`src/rtl/huffman_pkg.sv`:
```
// Shared constants and types for the static-table prefix encoder.
package huffman_pkg;

    localparam int unsigned OUT_W        = 16;
    localparam int unsigned MAX_CODE_LEN = 9;
    localparam int unsigned SYM_W        = 8;
    localparam int unsigned LEN_W        = 4;

    // Symbol class boundaries (inclusive upper bounds) and mid-class base
    localparam logic [SYM_W-1:0] CLASS0_MAX  = 8'd3;
    localparam logic [SYM_W-1:0] CLASS1_MAX  = 8'd19;
    localparam logic [3:0]       CLASS1_BASE = 4'd4;

    localparam logic [1:0] PFX_SHORT = 2'b00;
    localparam logic [1:0] PFX_MID   = 2'b01;
    localparam logic       PFX_LONG  = 1'b1;

    localparam logic [LEN_W-1:0] LEN_SHORT = 4'd4;
    localparam logic [LEN_W-1:0] LEN_MID   = 4'd6;
    localparam logic [LEN_W-1:0] LEN_LONG  = 4'd9;

    typedef struct packed {
        logic [MAX_CODE_LEN-1:0] bits;
        logic [LEN_W-1:0]        len;
    } code_t;

endpackage

```
`src/rtl/huffman_code_lut.sv`:
```
// Combinational symbol-to-code table; code is right-aligned in code[8:0].
module huffman_code_lut
    import huffman_pkg::*;
(
    input  logic [SYM_W-1:0]        data_in,
    output logic [MAX_CODE_LEN-1:0] code,
    output logic [LEN_W-1:0]        len
);

    logic [3:0] mid_off;

    // Only the low nibble of (s-4) is kept, so subtract in 4 bits
    assign mid_off = data_in[3:0] - CLASS1_BASE;

    always_comb begin
        code = '0;
        len  = LEN_LONG;
        if (data_in <= CLASS0_MAX) begin
            code = {5'b0, PFX_SHORT, data_in[1:0]};
            len  = LEN_SHORT;
        end else if (data_in <= CLASS1_MAX) begin
            code = {3'b0, PFX_MID, mid_off};
            len  = LEN_MID;
        end else begin
            code = {PFX_LONG, data_in};
            len  = LEN_LONG;
        end
    end

endmodule

```
`src/rtl/huffman_encoder.sv`:
```
// Packs variable-length prefix codes MSB-first into 16-bit words, with a
// flush of the partial word on the falling edge of in_enable.
module huffman_encoder
    import huffman_pkg::*;
#(
    parameter int unsigned ACC_W = 32
) (
    input  logic              clk,
    input  logic              rst,
    input  logic              enable,
    input  logic              in_enable,
    input  logic [SYM_W-1:0]  data_in,
    output logic              out_rdy,
    output logic [OUT_W-1:0]  data_out
);

    localparam int unsigned CNT_W = 5;
    localparam int unsigned SH_W  = $clog2(ACC_W + 1);

    code_t lut_code;

    logic [ACC_W-1:0] acc_q, acc_d;
    logic [CNT_W-1:0] cnt_q, cnt_d;
    logic             in_hist_q, in_hist_d;
    logic             out_rdy_q, out_rdy_d;
    logic [OUT_W-1:0] data_out_q, data_out_d;

    logic [CNT_W-1:0] new_cnt;
    logic [SH_W-1:0]  shamt;
    logic [ACC_W-1:0] merged;

    huffman_code_lut u_lut (
        .data_in (data_in),
        .code    (lut_code.bits),
        .len     (lut_code.len)
    );

    // Append the new code directly below the bits already held at the MSB
    always_comb begin
        new_cnt = cnt_q + CNT_W'(lut_code.len);
        shamt   = SH_W'(ACC_W) - SH_W'(new_cnt);
        merged  = acc_q | (ACC_W'(lut_code.bits) << shamt);
    end

    always_comb begin
        acc_d      = acc_q;
        cnt_d      = cnt_q;
        in_hist_d  = in_hist_q;
        out_rdy_d  = 1'b0;
        data_out_d = data_out_q;
        if (enable) begin
            in_hist_d = in_enable;
            if (in_enable) begin
                if (new_cnt >= CNT_W'(OUT_W)) begin
                    data_out_d = merged[ACC_W-1 -: OUT_W];
                    out_rdy_d  = 1'b1;
                    acc_d      = merged << OUT_W;
                    cnt_d      = new_cnt - CNT_W'(OUT_W);
                end else begin
                    acc_d = merged;
                    cnt_d = new_cnt;
                end
            end else if (in_hist_q && (cnt_q != '0)) begin
                // Bits below the count are always zero, giving the pad for free
                data_out_d = acc_q[ACC_W-1 -: OUT_W];
                out_rdy_d  = 1'b1;
                acc_d      = '0;
                cnt_d      = '0;
            end
        end
    end

    always_ff @(posedge clk or negedge rst) begin
        if (!rst) begin
            acc_q      <= '0;
            cnt_q      <= '0;
            in_hist_q  <= 1'b0;
            out_rdy_q  <= 1'b0;
            data_out_q <= '0;
        end else begin
            acc_q      <= acc_d;
            cnt_q      <= cnt_d;
            in_hist_q  <= in_hist_d;
            out_rdy_q  <= out_rdy_d;
            data_out_q <= data_out_d;
        end
    end

    assign out_rdy  = out_rdy_q;
    assign data_out = data_out_q;

endmodule

```
`config.mk`:
```
export PLATFORM = sky130hd
export DESIGN_NAME = huffman_encoder
export DESIGN_NICKNAME = d
export VERILOG_FILES = /design/src/rtl/huffman_pkg.sv /design/src/rtl/huffman_code_lut.sv /design/src/rtl/huffman_encoder.sv
export SDC_FILE = /design/constraint.sdc
export NUM_CORES = 1
export LEC_CHECK = 0
export CAP_MARGIN = 20
export CELL_PAD_IN_SITES_DETAIL_PLACEMENT = 2
export CELL_PAD_IN_SITES_GLOBAL_PLACEMENT = 2
export CORE_MARGIN = 2
export CORE_UTILIZATION = 25
export CTS_CLUSTER_SIZE = 25
export DETAILED_ROUTE_END_ITERATION = 7
export GPL_TIMING_DRIVEN = 0
export MAX_ROUTING_LAYER = met4
export PLACE_DENSITY = 0.65
export SYNTH_ARGS = -nofsm -noshare
export SYNTH_HDL_FRONTEND = slang
export SYNTH_SLANG_ARGS = --single-unit
export TNS_END_PERCENT = 20
```
`constraint.sdc`:
```
create_clock -name clk -period 3.85 [get_ports clk]
set_input_delay 0.77 -clock clk [delete_from_list [all_inputs] [get_ports clk]]
set_output_delay 0.77 -clock clk [all_outputs]
set_load 0.01 [all_outputs]
```
==> results of run 1 <==
where the power goes:
part	internal (W)	switching [W]	total (W)
clock network	0.000304	0.000228	0.000532
registers	0.000802	0.000173	0.000975
logic	0.00172	0.00234	0.00406
total	0.00283	0.00274	0.00557
cells by family after synthesis:
| family | after synthesis |
|---|---|
| mux | 20 |
| fa+ha+maj | 10 |
| flops | 55 |
| simple gates | 129 |
| buf+inv | 47 |
| compound gates | 154 |
| xor+xnor | 10 |
metal layers:
metal,share of wire [%],GRT usage [%],up-vias
met2,52,33.1,41
li1,-,-,1670
met4,1.2,4.26,0
met3,1.6,2.38,16
met1,46,25.8,1852
met5,0,-,-
metrics by stage:
step	hold WS, ps	instances	setup TNS (ps)	worst slack, ps	total power (W)
after floorplan	450	425	-9160	-234	0.00292
after global placement	464	631	-61820	-1410	0.00380
after detailed placement	487	632	-67170	-1510	0.00389
after CTS	464	668	-1730	-91.6	0.00532
after global routing	482	672	-2850	-126	0.00595
final	441	672	0	5.42	0.00557
what timing repair did:
| action | CTS | global route |
|---|---|---|
| setup endpoints to repair | 50 | 49 |
| gates resized for setup | 125 | 47 |
| setup buffers | 28 | 7 |
| gates cloned | 2 | 0 |
| hold buffers | 0 | 0 |
| pin swaps | 23 | 21 |
placed cells by master (no fill, tap or decap), types with 3 or more instances in the layout:
master            n
mux2_2            3
buf_6             8
clkbuf_2          7
buf_8             5
nor3_1            8
nand3_1           9
a21o_1            4
clkbuf_16         6
o21ai_1          24
a211oi_1          4
nor2_2            9
o211ai_1          4
o22ai_2           3
a21oi_2           3
xnor2_2           3
a211oi_2          5
dfrtp_1          55
mux2i_1          10
a21oi_1          53
o21ai_0          18
nand2_1          38
and2_1            5
ha_4              6
inv_2             3
inv_1            11
clkdlybuf4s50_1  18
nor2_1           33
clkbuf_4          3
a31oi_4           4
xnor2_4           4
o22ai_1           3
buf_4            33
clkbuf_1          5
final cells by class:
class	count	area (µm²)
inverters	19	101
clock buffers	5	125
plain buffers	25	206
well taps	180	225
repair buffers	63	597
fillers	1503	8700
clock inverters	2	37.5
multi-input cells	323	2570
flip-flops and latches	55	1380
flip-flops by register name, summed over array words and instances, names as in the netlist:
signal and count:
acc_q 32, cnt_q 5, data_out 16, in_hist_q 1, out_rdy 1
final timing paths:
path	from	slack [ps]	cells after the start	endpoint
min	rst	440	1	acc_q[15]
min in group clk	data_out[10]	500	2	data_out[10]
min reg2reg	data_out[10]	500	2	data_out[10]
max	data_in[2]	5	19	acc_q[9]
max in group asynchronous	rst	2820	2	data_out[9]
max reg2reg	cnt_q[4]	490	9	acc_q[14]
worst max-delay path, cell delays in order:
cell	delay, ps
buf_8	90
inv_8	40
ha_4	160
a31oi_4	250
xnor2_2	160
nor2_4	70
buf_6	110
fa_2	330
a21o_1	180
maj3_2	350
xnor2_4	200
inv_2	70
ha_4	300
inv_4	80
a31oi_4	210
and2_1	180
clkbuf_4	200
nand2_1	100
o21ai_0	190
==> impl_metrics.tcl, run 1 <==
set metrics [dict create \
    ys_warn_count 0 \
    grtUsageTotal_pct 19.8 \
    first_iter_violations 125 \
    drt_first_pass_iters 4 \
    cp-start-kind "primary input" \
    drc 0 \
    worstPathArrival_ps 4050 \
    synth_top_cell_area_share_pct 38.4 \
    synth.avg_cell_area_um2 8.44 \
    fmax_mhz 260 \
    critical_path_peak_fanout 7 \
    finalSetupViolations 0 \
    clock-sinks 55 \
    rsz0062_at_grt "yes" \
    grt_pass1_vias 3952 \
    syn_nets 446 \
    die_w_um 124 \
    fin_worst_skew_ps 11.0 \
    antenna_found_initial 0 \
    synth-simple-area-share_pct 16.4 \
    drive_gt1_share_pct 33.1 \
    cts_max_path_buffers 2 \
    grt_pass1_wl_mm 22.4 \
    async_flop_share_pct 100 \
    viasPerCell 5.33 \
    fp.dieH_um 124 \
    relSlewSlack_pct 28.4 \
    hp-class "in -> async" \
    synthAdderAreaFrac_pct 3.66 \
    postLayoutCoreUtil_pct 37.6 \
    worst_slew_pin_slew_ps 1070 \
    start_util_pct 25.8 \
    synth_compound_area_share_pct 25.9 \
    core_um2 13900 \
    area_growth_pct 45.9 \
    outcome "completed" \
    synth.cell_area_um2 3590 \
    max_cap_viol_count 0 \
    synth_top_cells_by_count "57 x a21oi_1, 55 x dfrtp_1, 44 x nor2_1, 40 x nand2_1, 28 x o21ai_0" \
    critPathKind "in -> reg" \
    min_period_over_period_pct 99.9 \
    cts_tree "done" \
    synthCells 425 \
    yosysMostFrequentCell "a21oi_1" \
    num_rows 43 \
    cts_root_buf "clkbuf_16" \
    synthXorXnorAreaFrac_pct 3.56 \
    yosysSeqAreaShare_pct 38.4 \
    die_area_um2 15300 \
    io_pins 29 \
    synth_edf_count 0 \
    vdd_drop_max_mv 0.288 \
    numCtsBuffers 5 \
    wl_per_cell_um 21.0 \
    stdcell_area_um2 5240 \
    synth_area_leaders "dfrtp_1 38%, a21oi_1 7.9%, nor2_1 4.6%" \
    cellPowerDensity_nw_per_um2 1060 \
    synth_ff_type "dfrtp_1" \
    period_needed_ps 3840 \
    power.leakage_nw 2.13 \
    synth_area_leader_cell "dfrtp_1" \
    postRouteAntennaNets 0 \
    ys_ff_latch 55 \
    clk_pin_slew_ps 80 \
    synth_top_family_by_area "compound AO/OA/AOI/OAI gates" \
    hold_viol 0 \
    port_buffers 26 \
    h-tree-depth 2 \
    grt_start_max_net_pins 36 \
    nNetsFinal 513 \
    wirelength_mm 14.1 \
    antenna_cells 0 \
    vias 3579 \
    gp_congestion 0.844 \
    worstPathRequired_ps 4060 \
    grt_overflow_total 0 \
    worstSetupEndpointType "register" \
    synth_cell_types 66 \
    dp.final_hpwl_mm 9.69 \
    maxSlewViolCount 0 \
    muxShareOfSynthArea_pct 6.21 \
    placed_cell_area_um2 4230 \
    insertion_delay_ps 300 \
]
No activity file was read; power rests on OpenSTA's default activity.
==> run 2, diff against run 1 <==
SKIP_CTS_REPAIR_TIMING = 1   (was unset)
SLEW_MARGIN = 25   (was unset)
==> impl_metrics.tcl, run 2 (synthesis results as in run 1) <==
set metrics [dict create \
    relSlewSlack_pct 27.9 \
    cts_root_buf "clkbuf_16" \
    timing.rr.end "acc_q[14]" \
    nNetsFinal 512 \
    postRouteAntennaNets 0 \
    p_int_w 0.00286 \
    outcome "finished, violations left" \
    drt_first_pass_iters 4 \
    grtUsageTotal_pct 17.8 \
    path_cells "buf_6 > or3_4 > a21o_1 > buf_6 > ha_4 > fa_2 > a21o_1 > maj3_2 > xnor2_4 > inv_2 > ha_4 > inv_2 > or3_1 > o221ai_2 > nand2_1 > o211ai_1" \
    maxSlewViolCount 0 \
    grt_pass1_vias 3708 \
    crit_end "acc_q[31]" \
    vdd_drop_max_mv 0.307 \
    first_iter_violations 155 \
    power_frac_comb_pct 73.5 \
    fin_cells 671 \
    hp-class "in -> async" \
    clk_pin_slew_ps 80 \
    min_period_over_period_pct 105 \
    area_growth_pct 46.4 \
    insertion_delay_ps 300 \
    period_needed_ps 4030 \
    fp.dieH_um 124 \
    antenna_cells 0 \
    grt_start_max_net_pins 41 \
    worstPathArrival_ps 4240 \
    fill_cells 1482 \
    clkPwrFrac_pct 9.3 \
    whs_ps 328 \
    antenna_found_initial 0 \
    num_rows 43 \
    worstSetupEndpointType "register" \
    gp_congestion 0.844 \
    io_pins 29 \
    largest-register "acc_q" \
    fin_worst_skew_ps 9.45 \
    cts_max_path_buffers 2 \
    grt_pass1_wl_mm 20.3 \
    p_sw_w 0.00281 \
    regArea_um2 1380 \
    drive_gt1_share_pct 32.4 \
    die_w_um 124 \
    clock-sinks 55 \
    multiInputGateArea_um2 2600 \
    rrSetupSlack_ps 440 \
    wirelength_mm 14.1 \
    port_buffers 26 \
    cts_tree "done" \
    numCtsBuffers 5 \
    viasPerCell 5.35 \
    drc 0 \
    postLayoutCoreUtil_pct 37.7 \
    cp.depth 16 \
    placed_cell_area_um2 4240 \
    placed_cells 632 \
    max_cap_viol_count 0 \
    worstPathBufferInverterCount 4 \
    crit_path_start "data_in[7]" \
    final_common_cell "dfrtp_1" \
    power.leakage_nw 2.14 \
    p_sw_share_pct 49.6 \
    cp-start-kind "primary input" \
    stdcell_area_um2 5250 \
    worst_slew_pin_slew_ps 1070 \
    grt_overflow_total 0 \
    post-place-ws_ps -1520 \
    worstPathRequired_ps 4050 \
    critical_path_peak_fanout 7 \
    finalSetupViolations 48 \
    h-tree-depth 2 \
    cp_top_family "adder cells" \
    critPathKind "in -> reg" \
    fmax_mhz 248 \
    wl_per_cell_um 21.1 \
    vias 3591 \
    layout_common_cells "55 x dfrtp_1, 51 x a21oi_1, 37 x nand2_1" \
    failed_checks "negative setup slack" \
    r2r_start "cnt_q[3]" \
    rsz0062_at_grt "yes" \
    cp_slowest_cell "or3_4" \
    r2r_cells 9 \
    core_um2 13900 \
    setup_slack_ps -185 \
    dp.final_hpwl_mm 9.71 \
    die_area_um2 15300 \
    largest_reg_flops 32 \
    hold_viol 0 \
    slowest_delay_ps 360 \
    start_util_pct 25.8 \
    seqPwrFrac_pct 17.3 \
    cellPowerDensity_nw_per_um2 1080 \
]
-- run 2: worst min-delay path by stage --
stage	end	slack, ps	cells past startpoint
5_1_grt	out_rdy	330	1
3_5_place_dp	data_out[5]	490	2
4_1_cts	out_rdy	330	1
2_1_floorplan	acc_q[13]	450	2
3_3_place_gp	acc_q[8]	460	2
6_report	out_rdy	330	1
-- run 2: power by group through the flow --
stage	combinational, W	sequential [W]	clock [W]
after floorplan	0.00196	0.000967	0
after global placement	0.00285	0.000955	0
after detailed placement	0.00292	0.000971	0
after CTS	0.00294	0.000960	0.000533
after global routing	0.00444	0.00101	0.000564
final	0.00417	0.000980	0.000526
-- run 2: routing by layer --
| layer | wire length (µm) | track usage [%] | vias to the layer above |
|---|---|---|---|
| met2 | 7180 | 29.4 | 63 |
| li1 | - | - | 1656 |
| met5 | 0 | - | - |
| met1 | 6510 | 23.6 | 1858 |
| met4 | 176 | 3.05 | 0 |
| met3 | 268 | 2.61 | 14 |
-- run 2: layout make-up --
cell class	instances	share of cell area, %
clock buffer	5	2.38
tap	180	4.29
timing repair inverter	1	0.167
clock inverter	2	0.714
inverter	19	1.88
timing repair buffer	58	10.6
multi-input combinational	324	49.5
sequential	55	26.2
buffer	27	4.29
-- run 2: per-stage QoR --
step | power [W] | TNS [ps]
detailed placement | 0.00389 | -67270
global placement | 0.00380 | -61820
finish | 0.00567 | -3810
global route | 0.00602 | -11190
CTS | 0.00443 | -52120
floorplan | 0.00292 | -9160
